<file path="src/rtl/mem_stage.sv">
// MEM stage: issues loads/stores on a valid/ready data bus, formats load data and registers the WB bundle.
// Optional feature: define MEM_MISALIGN_EXC_EN to flag misaligned H/W accesses instead of masking low address bits.
module mem_stage #(
  parameter int XLEN        = 32,
  parameter int RF_AW       = 5,
  parameter int BUS_TIMEOUT = 255
) (
  input  logic             clk,
  input  logic             rst_n,
  input  logic             ex2mem_reg_wen,
  input  logic [RF_AW-1:0] ex2mem_reg_waddr,
  input  logic [XLEN-1:0]  ex2mem_alu_out,
  input  logic             ex2mem_mem_rd,
  input  logic             ex2mem_mem_wr,
  input  logic [2:0]       ex2mem_mem_op,
  input  logic [XLEN-1:0]  ex2mem_wdata,
  input  logic             ex2mem_ill_instr,
  output logic             dbus_req,
  output logic             dbus_we,
  output logic [XLEN-1:0]  dbus_addr,
  output logic [XLEN-1:0]  dbus_wdata,
  output logic [3:0]       dbus_wstrb,
  input  logic             dbus_ready,
  input  logic             dbus_rvalid,
  input  logic [XLEN-1:0]  dbus_rdata,
  output logic             mem_stall,
  output logic             mem2wb_reg_wen,
  output logic [RF_AW-1:0] mem2wb_reg_waddr,
  output logic [XLEN-1:0]  mem2wb_reg_wdata,
  output logic             mem2wb_ill_instr,
  output logic             mem2wb_bus_err,
  output logic             mem2wb_misalign
);

  typedef enum logic [1:0] {IDLE, REQ, RESP} state_t;

  localparam logic [7:0] TMO_MAX = 8'(BUS_TIMEOUT);

  state_t      state_reg, state_next;
  logic [7:0]  tmo_cnt_reg, tmo_cnt_next;
  logic        access, done, abort, misalign, stall_int, tmo_hit;
  logic [1:0]  lane;
  logic [7:0]  byte_sel;
  logic [15:0] half_sel;
  logic [XLEN-1:0] load_data;
  logic        misalign_reg;

  assign access = ex2mem_mem_rd | ex2mem_mem_wr;
  assign lane   = ex2mem_alu_out[1:0];

`ifdef MEM_MISALIGN_EXC_EN
  assign misalign = access & (((ex2mem_mem_op[1:0] == 2'b01) & lane[0]) |
                              ((ex2mem_mem_op[1:0] == 2'b10) & (lane != 2'b00)));
  assign mem2wb_misalign = misalign_reg;
`else
  assign misalign = 1'b0;
  assign mem2wb_misalign = 1'b0;
`endif

  assign tmo_hit = (state_reg != IDLE) && (tmo_cnt_reg == TMO_MAX);

  always_comb begin
    state_next   = state_reg;
    done         = 1'b0;
    abort        = 1'b0;
    case (state_reg)
      IDLE: begin
        if (access && !misalign) begin
          if (dbus_ready) begin
            if (ex2mem_mem_wr) done = 1'b1;
            else               state_next = RESP;
          end else begin
            state_next = REQ;
          end
        end
      end
      REQ: begin
        // A timed-out request is withdrawn, so a late ready in that cycle is not an acceptance.
        if (tmo_hit) begin
          abort = 1'b1;
        end else if (dbus_ready) begin
          if (ex2mem_mem_wr) begin
            done       = 1'b1;
            state_next = IDLE;
          end else begin
            state_next = RESP;
          end
        end
      end
      RESP: begin
        if (dbus_rvalid) begin
          done       = 1'b1;
          state_next = IDLE;
        end else if (tmo_hit) begin
          abort = 1'b1;
        end
      end
      default: state_next = IDLE;
    endcase
    if (abort) state_next = IDLE;
    tmo_cnt_next = (state_reg == IDLE || done || abort) ? 8'd0 : tmo_cnt_reg + 8'd1;
  end

  assign stall_int = access & !done & !abort & !misalign;
  assign mem_stall = rst_n & stall_int;
  assign dbus_req  = rst_n & access & !misalign & (state_reg != RESP) & !abort;
  assign dbus_we   = ex2mem_mem_wr;
  assign dbus_addr = {ex2mem_alu_out[XLEN-1:2], 2'b00};

  always_comb begin
    dbus_wdata = ex2mem_wdata;
    dbus_wstrb = 4'b1111;
    case (ex2mem_mem_op[1:0])
      2'b00: begin
        dbus_wdata = {4{ex2mem_wdata[7:0]}};
        dbus_wstrb = 4'b0001 << lane;
      end
      2'b01: begin
        dbus_wdata = {2{ex2mem_wdata[15:0]}};
        dbus_wstrb = 4'b0011 << {lane[1], 1'b0};
      end
      default: ;
    endcase
    if (!ex2mem_mem_wr) dbus_wstrb = 4'b0000;
  end

  assign byte_sel = dbus_rdata[{lane, 3'b000} +: 8];
  assign half_sel = lane[1] ? dbus_rdata[31:16] : dbus_rdata[15:0];

  always_comb begin
    case (ex2mem_mem_op)
      3'b000:  load_data = {{24{byte_sel[7]}}, byte_sel};
      3'b100:  load_data = {24'd0, byte_sel};
      3'b001:  load_data = {{16{half_sel[15]}}, half_sel};
      3'b101:  load_data = {16'd0, half_sel};
      default: load_data = dbus_rdata;
    endcase
  end

  always_ff @(posedge clk or negedge rst_n) begin
    if (!rst_n) begin
      state_reg   <= IDLE;
      tmo_cnt_reg <= 8'd0;
    end else begin
      state_reg   <= state_next;
      tmo_cnt_reg <= tmo_cnt_next;
    end
  end

  // While stalled WB sees a bubble; the real result lands in the done/abort cycle.
  always_ff @(posedge clk or negedge rst_n) begin
    if (!rst_n) begin
      mem2wb_reg_wen   <= 1'b0;
      mem2wb_reg_waddr <= '0;
      mem2wb_reg_wdata <= '0;
      mem2wb_ill_instr <= 1'b0;
      mem2wb_bus_err   <= 1'b0;
      misalign_reg     <= 1'b0;
    end else if (stall_int) begin
      mem2wb_reg_wen   <= 1'b0;
      mem2wb_reg_waddr <= '0;
      mem2wb_reg_wdata <= '0;
      mem2wb_ill_instr <= 1'b0;
      mem2wb_bus_err   <= 1'b0;
      misalign_reg     <= 1'b0;
    end else begin
      mem2wb_reg_wen   <= ex2mem_reg_wen & !abort & !misalign;
      mem2wb_reg_waddr <= ex2mem_reg_waddr;
      mem2wb_reg_wdata <= ex2mem_mem_rd ? load_data : ex2mem_alu_out;
      mem2wb_ill_instr <= ex2mem_ill_instr;
      mem2wb_bus_err   <= abort;
      misalign_reg     <= misalign;
    end
  end

endmodule

</file>
<file path="config.mk">
export PLATFORM = sky130hd
export DESIGN_NAME = mem_stage
export DESIGN_NICKNAME = d
export VERILOG_FILES = /design/src/rtl/mem_stage.sv
export SDC_FILE = /design/constraint.sdc
export NUM_CORES = 1
export LEC_CHECK = 0
export ABC_CLOCK_PERIOD_IN_PS = 3900
export BUFFER_PORTS_ARGS = -buffer_cell sky130_fd_sc_hd__buf_2
export CELL_PAD_IN_SITES_DETAIL_PLACEMENT = 0
export CELL_PAD_IN_SITES_GLOBAL_PLACEMENT = 2
export CORE_MARGIN = 2
export CORE_UTILIZATION = 23
export DETAILED_ROUTE_END_ITERATION = 8
export HOLD_SLACK_MARGIN = 0.05
export PLACE_DENSITY_LB_ADDON = 0.2
export SKIP_LAST_GASP = 1
export SYNTH_ARGS = -nofsm -noshare
export SYNTH_HDL_FRONTEND = slang
export SYNTH_SLANG_ARGS = --single-unit
export TNS_END_PERCENT = 20
</file>
<file path="constraint.sdc">
create_clock -name clk -period 3.9 [get_ports clk]
set_input_delay 0.585 -clock clk [delete_from_list [all_inputs] [get_ports clk]]
set_output_delay 0.585 -clock clk [all_outputs]
set_load 0.02 [all_outputs]
</file>
==> summary.txt, run 1 <==
Clocking
  • TritonCTS sink count: 50
  • Clk Latency, worst-skew pair: roughly 290 ps
  • Max Root-Sink Buffers: 2
  • TritonCTS Buffers: 5
  • H-tree level count: 2
  • Cts repair resizes: 0
  • TritonCTS clock tree: done
  • Clock Tree Root: clkbuf_16
  • Post-CTS setup buffers: 0
  • CTS Hold Buffers Added: 0
  • Clock-pin slew on the worst setup and hold paths: around 60 ps

Critical path
  • CP most frequent cell: buf_2
  • Worst Path Required: about 3300 ps
  • CP Launch Type: input port
  • Delay-heaviest family, CP: buffers and inverters
  • Kind of critical path: input port to output port
  • Critical Path Fanout Max: 26
  • Slowest cell on crit path: o21ai_1
  • CP max stage delay: 520 ps
  • Element type at the critical path end: output port
  • Critical-path cell list: buf_2, nor2b_1, o21ai_1, and2_1, buf_2
  • Crit path DAT: ~2100 ps
  • Worst path bufs/invs: 2

Detailed routing
  • Vias per cell: between 4 and 5
  • DRT iter0 DRCs: roughly 220
  • Total Wirelength: between 10000 and 15000 um
  • Residual DRC: 0
  • DRT antenna net count: 0
  • 1st-pass router iterations: 6
  • Via Count: between 3000 and 4000
  • Wire per inst: ~17 um

Power
  • Power consumption: just under 2 mW
  • Switch Pwr: approximately 0.75 mW
  • Pleak: between 2 and 2.5 nW
  • Power per cell area: ~430 mW/mm2
  • Clock power frac: 25.2%
  • Sequential power share: between 30 and 40%
  • Maximum vdd drop: ~0.00015 V
  • Comb power frac: between 40% and 50%
  • Int Pwr: roughly 1.2 mW
  • Sw Ratio: 38.6%

Global route
  • GR Util All Layers: between 10% and 20%
  • Largest net degree at the start of global routing: just over 50
  • Gr ovfl total: 0
  • Initial antenna violation count: 1
  • First-pass GRT wire length: 18700 um
  • Vias in the first global route: 3511

Timing
  • Slew Viols, Final: 0
  • Worst slew pin tran: ~760 ps
  • Setup TNS: 0 ps
  • Final Critical Period: 2700 ps
  • RSZ-0062 raised after global routing: false
  • Fmax achieved: 371 MHz
  • Hold slack: between 400 and 500 ps
  • Fin. Hold Viols: 0
  • Clk_skew: 6.36 ps
  • Period utilisation layout: slightly below 70%
  • Max_slew headroom: approximately half
  • Setup-failing EPs final: 0

Synth
  • Top-area cell type share of the netlist area: 36.3%
  • Synth warn: 0
  • Dominant cells by area after synthesis: dfrtp_1 36%, buf_4 9.8%, a21oi_1 5.8%
  • Mapped Area: between 0.003 and 0.004 mm2
  • Async SR Flop Fraction: 100%
  • Post-synth cell types: 54
  • Seq cells post-synth: 50
  • Syn avg cell area: about 8.8 um2
  • Post-synth EDFFs: 0
  • Post-synth top area cell: dfrtp_1
  • Ys flop type: dfrtp_1
  • Sequential element share of the synthesized area: 36.3%
  • Post-synthesis cell count: about 400

Layout
  • Area grow syn2layout: 31.9%
  • Layout cells sized above 1: a little under half
  • Final Cell Area: 0.00455 mm2
  • Final #Nets: roughly 670
  • FILL cells: ~1600
  • Final Util: 31.2%
  • Antenna diode count: 0
  • Largest register FFs: 32

Floorplan
  • Die width: approximately 130 um
  • Rows: between 40 and 50
  • Core Footprint: approximately 0.015 mm2
  • Height of the die: 126 um
  • Full die area: around 0.016 mm2
  • I/O Pins: about 220
  • Starting Density: about a quarter

Job
  • Max-cap violations: 0

Placement
  • Cell Area, Placed: between 0.004 and 0.005 mm2
  • Number of port buffers: 220
  • Hpwl dp: slightly below 10000 um
  • RD Place Congestion: 0.740

Worst hold path
  • Min-Delay Path Class: input port to asynchronous set/reset pin

Status
  • Status: complete, no violations
## worst paths after layout
kind                                   from             endpoint  slack (ps)  cells after the start
max                        ex2mem_mem_op[0]        dbus_wstrb[0]        1200                      5
min                                   rst_n       mem2wb_bus_err         440                      2
max reg2reg                    state_reg[0]       tmo_cnt_reg[4]        1570                      7
min reg2reg                  tmo_cnt_reg[0]       tmo_cnt_reg[0]         520                      1
max in group asynchronous             rst_n  mem2wb_reg_wdata[2]        3020                      2
min in group clk             ex2mem_reg_wen       mem2wb_reg_wen         510                      3
## metal layers
layer / up-vias / global-route usage [%] / share of wire, %
li1: 1677 / - / -
met5: - / 0 / 0.11
met1: 1594 / 18.5 / 42
met2: 163 / 26.7 / 50
met3: 8 / 2.74 / 6.5
met4: 2 / 3.94 / 1.3
## kinds of logic (layout without fill, tap and decap cells)
group | Yosys count | in the layout | synth area share (%)
muxes | 27 | 27 | 8.82
adders and majority gates | 6 | 6 | 2.18
xor gates and xnor gates | 6 | 6 | 1.52
AOI/OAI and AO/OA | 109 | 109 | 20.5
buffers and inverters | 92 | 255 | 15.4
DFF | 50 | 50 | 36.3
other | 1 | 3 | 0.109
and+or+nand+nor | 99 | 99 | 15.2
## worst register-to-register path, stage by stage (launching register included)
cell	delay, ps
dfrtp_1	440
inv_1	130
ha_1	280
and4b_4	260
o2111ai_4	140
inv_4	90
or4_1	740
nor2_2	190
## stage by stage
stage	setup slack (ps)	instances
after CTS	1140	739
after global placement	1200	731
final	1200	739
after global routing	1030	739
after detailed placement	1140	731
after floorplan	1450	392
## cells in the final DEF (no fill, tap or decap), types with 8 or more instances in the layout
cell type	n
buf_2	220
inv_1	21
mux2_2	17
dfrtp_1	50
o22ai_1	8
a21oi_1	40
nor2_1	21
nor3_1	10
nand2_1	18
nor2b_1	8
and3_1	12
mux2i_1	9
o21ai_0	18
a211oi_1	14
## power groups by stage
stage | combinational, mW | sequential (mW) | clock (mW)
after floorplan | 0.443 | 0.781 | 0
after global placement | 0.818 | 0.675 | 0
after detailed placement | 0.815 | 0.675 | 0
after CTS | 0.817 | 0.665 | 0.514
after global routing | 0.881 | 0.678 | 0.536
final | 0.801 | 0.663 | 0.493
## final cells by class
cell class / count / area (um2) / area share (%)
multi-input combinational: 250 / 1680 / 37.0
sequential: 50 / 1250 / 27.5
timing repair buffer: 224 / 1130 / 24.9
tap: 184 / 230 / 5.06
clock buffer: 7 / 133 / 2.92
inverter: 23 / 88.8 / 1.95
clock inverter: 1 / 30.0 / 0.660
## synthesized netlist by cell type (7+ instances only)
| cell | count |
|---|---|
| dfrtp_1 | 50 |
| buf_4 | 45 |
| a21oi_1 | 40 |
| inv_1 | 21 |
| nor2_1 | 21 |
| nand2_1 | 18 |
| o21ai_0 | 18 |
| mux2_2 | 17 |
| clkbuf_1 | 16 |
| a211oi_1 | 14 |
| and3_1 | 12 |
| nor3_1 | 10 |
| mux2i_1 | 9 |
| nor2b_1 | 8 |
| o22ai_1 | 8 |
| a22oi_1 | 7 |
| nor2_2 | 7 |
Power figures use the tool's default switching activity.
==> inputs of run 2 (changes only) <==
Settings changed: ABC_CLOCK_PERIOD_IN_PS 3900 to 2400, CORE_UTILIZATION 23 to 20.
Clock period 3.9 ns to 2.4 ns, I/O delays scaled along.
==> run 2 against run 1 <==
Compared with the run above:
- first-iteration DRC count decreased by 42%
- critical endpoint is now mem_stall
- core utilization decreased by 3.4 points
- combinational power increased by 74%
- sequential cell count unchanged
- largest cell class unchanged
- worst setup slack got worse by 1100 ps
- design area increased by 4.1%
- global-route usage decreased by 1.2 points
- die area increased by 15%
- wire length increased by 7.2%
- count of clock-buffer cells in the layout decreased by 2
- largest power group unchanged
==> summary.txt, run 2 (same netlist as run 1, synthesis figures left out) <==
Global route
  • Gr ovfl total: 0 (unchanged)
  • Initial antenna violation count: 1 (unchanged)
  • Vias in the first global route: 3441 (-2.0%)
  • GR Util All Layers: 13.8% (-1.2 points)
  • Largest net degree at the start of global routing: 51 (unchanged)
  • First-pass GRT wire length: 19500 um (+4.0%)

Layout
  • FILL cells: 1886 (+21%)
  • Largest register FFs: 32 (unchanged)
  • Non-Filler Instances: 794 (+7.4%)
  • Commonest non-fill, non-tap cell in the layout: buf_2
  • Final #Nets: 685 (+1.9%)
  • Commonest non-fill, non-tap cells in the layout: 219 x buf_2, 49 x dfrtp_1, 40 x a21oi_1
  • Layout cells sized above 1: 49.6% (+2.8 points)
  • Area grow syn2layout: 37.3%

Detailed routing
  • Residual DRC: 0 (unchanged)
  • DRT antenna net count: 0 (unchanged)
  • Vias per cell: 4.41 (-5.4%)
  • 1st-pass router iterations: 8 (+2)
  • Total Wirelength: 13200 um (+7.2%)
  • DRT iter0 DRCs: 127 (-42%)
  • Wire per inst: 16.6 um (-0.22%)
  • Via Count: 3499 (+1.6%)

Power
  • Pleak: 2.45 nW (+2.5%)
  • Maximum vdd drop: 0.000340 V (+120%)
  • Power per cell area: 674 mW/mm2 (+57%)

Floorplan
  • Height of the die: 135 um (+7.0%)
  • Die width: 135 um (+7.0%)
  • Starting Density: 20.2% (-3.4 points)
  • Full die area: 0.0183 mm2 (+15%)
  • Core Footprint: 0.0171 mm2 (+17%)
  • Rows: 48 (+9.1%)
  • I/O Pins: 224 (unchanged)

Timing
  • Final Critical Period: approximately 2300 ps
  • Slew Viols, Final: 0 (unchanged)
  • Period utilisation layout: a little over nine tenths
  • Hold slack: 212 ps (-224 ps)
  • Max_slew headroom: 54.5% (+5.4 points)
  • RSZ-0062 raised after global routing: false
  • Clk_skew: 8.63 ps (+2.27 ps)
  • Setup-failing EPs final: 0 (unchanged)
  • Worst slew pin tran: 682 ps (-80.8 ps)
  • Fin. Hold Viols: 0 (unchanged)
  • Fmax achieved: approximately 440 MHz
  • Setup TNS: 0 ps (unchanged)

Critical path
  • Worst Path Required: 2040 ps (-1270 ps)
  • Critical-path cell list: inv_2, ha_4, and4b_4, o2111ai_4, inv_4, nor4_2, buf_4
  • Slowest cell on crit path: dfrtp_2
  • Worst r2r dst: tmo_cnt_reg[6]
  • Element type at the critical path end: output port
  • Crit path DAT: 1920 ps (-190 ps)
  • CP max stage delay: 450 ps (-70 ps)
  • R2R Path Start: state_reg[1]
  • Reg2Reg Depth: 7 (unchanged)
  • FF-to-FF setup slack: 280 ps (-1290 ps)
  • Kind of critical path: flop to output port
  • Critical Path Fanout Max: 6 (-77%)
  • CP Launch Type: flop

Clocking
  • Max Root-Sink Buffers: 2 (unchanged)
  • TritonCTS Buffers: 5 (unchanged)
  • TritonCTS clock tree: done
  • CTS Hold Buffers Added: 0 (unchanged)
  • Clock Tree Root: clkbuf_16
  • Clock-pin slew on the worst setup and hold paths: 70 ps (about the same)
  • Clk Latency, worst-skew pair: 300 ps (about the same)
  • TritonCTS sink count: 50 (unchanged)
  • H-tree level count: 2 (unchanged)

Placement
  • Inst Count DP: 782 (+7.0%)
  • RD Place Congestion: 0.728 (-1.6%)
  • Number of port buffers: 220 (unchanged)
  • Hpwl dp: 10300 um (+5.8%)

Job
  • Max-cap violations: 0 (unchanged)

Worst hold path
  • Min-Delay Path Class: input port to asynchronous set/reset pin

Status
  • Status: complete, no violations
## run 2: final cells by class
class / instances / area [um2] / share of cell area [%]
multi-input cells: 250 / 1710 / 36.0
diodes: 1 / 2.50 / 0.0529
inverters: 23 / 88.8 / 1.88
well taps: 225 / 282 / 5.95
repair buffers: 237 / 1260 / 26.5
flip-flops and latches: 50 / 1250 / 26.5
clock inverters: 3 / 21.3 / 0.449
clock buffers: 5 / 125 / 2.64
## run 2: timing repair
item	4_1_cts	5_1_grt
pin swaps	0	1
setup endpoints to repair	1	2
setup buffers	1	2
resized for setup	4	5
## run 2: worst max path at each step
stage / startpoint / to / slack [ps] / depth (start not counted)
floorplan: state_reg[0] / mem_stall / 170 / 6
global placement: state_reg[0] / mem_stall / 220 / 7
detailed placement: state_reg[0] / tmo_cnt_reg[6] / 140 / 7
CTS: state_reg[0] / mem_stall / 30 / 7
global route: state_reg[1] / mem_stall / 30 / 7
finish: state_reg[1] / mem_stall / 120 / 7
## run 2: power breakdown
part           switching, mW  leakage [nW]  internal [mW]  total (mW)
clock network          0.336        0.0698          0.387       0.724
registers             0.0671         0.660           1.01        1.07
logic                  0.891          1.72          0.503        1.39
## run 2: layer usage
| layer | global-route usage, % | vias up | wire length, um |
|---|---|---|---|
| met5 | 0 | - | 11 |
| met4 | 3.13 | 2 | 136 |
| met2 | 23.9 | 173 | 6340 |
| met3 | 2.66 | 9 | 922 |
| li1 | - | 1692 | - |
| met1 | 17.8 | 1623 | 5770 |
## run 2: through the flow
step | utilization, % | area, um2 | worst slack (ps) | total power, mW
after CTS | 27.6 | 4710 | 27.8 | 3.24
after detailed placement | 26.6 | 4540 | 141 | 2.46
after global routing | 27.7 | 4730 | 27.5 | 3.40
after floorplan | - | 3460 | 170 | 1.99
final | 27.8 | 4730 | 123 | 3.19
after global placement | 26.6 | 4540 | 221 | 2.45
## run 2: critical path: cells and delay by family, from the launching register on
| kind | cells | cell delay, ps |
|---|---|---|
| compound gates | 1 | 120 |
| fa+ha+maj | 1 | 170 |
| buf+inv | 3 | 370 |
| flops | 1 | 450 |
| simple gates | 2 | 500 |
==> inputs of run 3 (changes only) <==
Settings changed: ABC_CLOCK_PERIOD_IN_PS 2400 to 1900.
Clock period 2.4 ns to 1.9 ns, I/O delays scaled along.
==> run 3 against run 2 <==
Compared with the run above:
- count of clock-buffer cells in the layout unchanged
- sequential share of layout area down 1.3 points
- register-to-register slack worse by 450 ps
- critical path depth increased by 1
- cell count up 2.0%
- sequential power grew 26%
- highest routed layer unchanged
- sequential cell count unchanged
- worst setup slack lost 360 ps
- core utilization is 1.4 points higher
- the flow now finishes with violations (setup timing)
- combinational power rose by 50%
==> summary.txt, run 3 (same netlist as run 1, synthesis figures left out) <==
Status
  • Status: complete, but fails checks
  • Failing checks: setup timing

Layout
  • Commonest non-fill, non-tap cells in the layout: 218 x buf_2, 50 x dfrtp_1, 38 x a21oi_1
  • Layout cells sized above 1: 53.9% (+4.2 points)
  • Final Cell Area: 0.00498 mm2 (+5.1%)
  • Register area: 0.00125 mm2 (about the same)
  • Multi-input logic area: 0.00182 mm2 (+6.9%)
  • Largest register FFs: 32 (unchanged)
  • Commonest non-fill, non-tap cell in the layout: buf_2
  • Area grow syn2layout: 44.3%
  • Final #Nets: 701 (+2.3%)
  • FILL cells: 1858 (-1.5%)
  • Final Util: 29.2% (+1.4 points)

Timing
  • Clk_skew: 4.81 ps (-3.82 ps)
  • Worst setup margin: -234 ps (-357 ps)
  • Max_slew headroom: 54.6% (about the same)
  • Hold slack: 129 ps (-83.3 ps)
  • Worst slew pin tran: 682 ps (-0.757 ps)
  • Fin. Hold Viols: 0 (unchanged)
  • Period utilisation layout: 112%
  • Fmax achieved: about 470 MHz
  • Setup-failing EPs final: 46 (+46)
  • RSZ-0062 raised after global routing: true
  • Slew Viols, Final: 0 (unchanged)
  • Final Critical Period: ~2100 ps

Power
  • Power per cell area: 871 mW/mm2 (+29%)
  • Pleak: 2.55 nW (+4.0%)
  • Maximum vdd drop: 0.000311 V (-8.6%)

Floorplan
  • Die width: 135 um (unchanged)
  • Starting Density: 20.2% (unchanged)
  • Full die area: 0.0183 mm2 (unchanged)
  • Height of the die: 135 um (unchanged)
  • Core Footprint: 0.0171 mm2 (unchanged)
  • Rows: 48 (unchanged)
  • I/O Pins: 224 (unchanged)

Clocking
  • Clock-pin slew on the worst setup and hold paths: 70 ps (about the same)
  • Clock Tree Root: clkbuf_16
  • Max Root-Sink Buffers: 2 (unchanged)
  • TritonCTS sink count: 50 (unchanged)
  • TritonCTS clock tree: done
  • Clk Latency, worst-skew pair: 290 ps (about the same)
  • TritonCTS Buffers: 5 (unchanged)
  • H-tree level count: 2 (unchanged)

Critical path
  • Reg2Reg Depth: 9 (+2)
  • Crit path DAT: 1850 ps (-70 ps)
  • Element type at the critical path end: output port
  • Critical Path Fanout Max: 4 (-2)
  • Kind of critical path: flop to output port
  • Worst Path Required: 1620 ps (-420 ps)
  • CP Launch Type: flop

Global route
  • Vias in the first global route: 3598 (+4.6%)
  • Gr ovfl total: 0 (unchanged)
  • Largest net degree at the start of global routing: 51 (unchanged)
  • Initial antenna violation count: 4 (+3)
  • GR Util All Layers: 14.5% (+0.66 points)
  • First-pass GRT wire length: 20200 um (+3.8%)

Worst hold path
  • Min-Delay Path Class: input port to asynchronous set/reset pin

Job
  • Max-cap violations: 0 (unchanged)

Detailed routing
  • DRT antenna net count: 0 (unchanged)
  • 1st-pass router iterations: 4 (-4)
  • DRT iter0 DRCs: 154 (+21%)
  • Total Wirelength: 13700 um (+3.5%)
  • Wire per inst: 16.9 um (+1.5%)
  • Vias per cell: 4.45 (+0.91%)
  • Via Count: 3602 (+2.9%)
  • Residual DRC: 0 (unchanged)

Placement
  • Pre-CTS setup slack: -85.5 ps (-226 ps)
  • Hpwl dp: 10600 um (+2.6%)
  • Cell Area, Placed: 0.00460 mm2 (+1.5%)
  • Number of port buffers: 220 (unchanged)
  • RD Place Congestion: 0.797 (+9.4%)
run 3: changes by cell type in the layout (fill, tap and decap cells not counted), sizes merged:
cell,change
buf,+16
clkinv,-2
clkinvlp,+1
diode,+1
run 3: where the power goes:
group / switching, mW / internal, mW / leakage [nW]
clock: 0.412 / 0.482 / 0.0619
combinational: 1.25 / 0.844 / 1.83
sequential: 0.0777 / 1.27 / 0.661
run 3: stage by stage:
stage | total power, mW | TNS (ps) | instances
detailed placement | 3.21 | -1820 | 792
floorplan | 2.55 | -526 | 392
global placement | 3.20 | -90.0 | 792
CTS | 4.28 | -3830 | 806
finish | 4.33 | -3800 | 810
global route | 4.61 | -9100 | 809
run 3: area by class of cell:
cell class | instances | share of cell area [%]
Sequential cell | 50 | 25.1
Inverter | 23 | 1.78
Tap cell | 225 | 5.66
Antenna cell | 2 | 0.101
Timing Repair Buffer | 253 | 27.9
Clock buffer | 5 | 2.51
Multi-Input combinational cell | 250 | 36.7
Clock inverter | 2 | 0.302
run 3: critical path: stages, from the launching register on:
cell and delay, ps:
dfrtp_1 390, inv_2 80, ha_4 160, and4b_4 360
o2111ai_4 130, inv_4 130, buf_6 100, nor3_2 40
buf_4 170
run 3: final timing paths:
check	start	end	slack, ps
min in group clk	ex2mem_reg_wen	mem2wb_reg_wen	200
hold / removal	rst_n	tmo_cnt_reg[5]	130
setup reg to reg	state_reg[1]	state_reg[0]	-170
hold reg to reg	tmo_cnt_reg[5]	tmo_cnt_reg[5]	550
setup / recovery	state_reg[1]	dbus_req	-230
max in group asynchronous	rst_n	mem2wb_reg_wdata[2]	1310
run 3: repair_timing:
action | CTS | global route
hold buffers | 0 | 0
endpoints found under the setup margin | 50 | 51
pin swaps | 3 | 2
resized for setup | 20 | 15
setup buffers | 6 | 2
gates cloned | 1 | 0
run 3: routing by layer:
metal,track usage [%],wire (um),part of all wire [%]
met5,0,27,0.20
met2,26.3,6800,50
met1,17.2,5600,41
met3,3.74,1090,8.0
met4,2.95,140,1.0
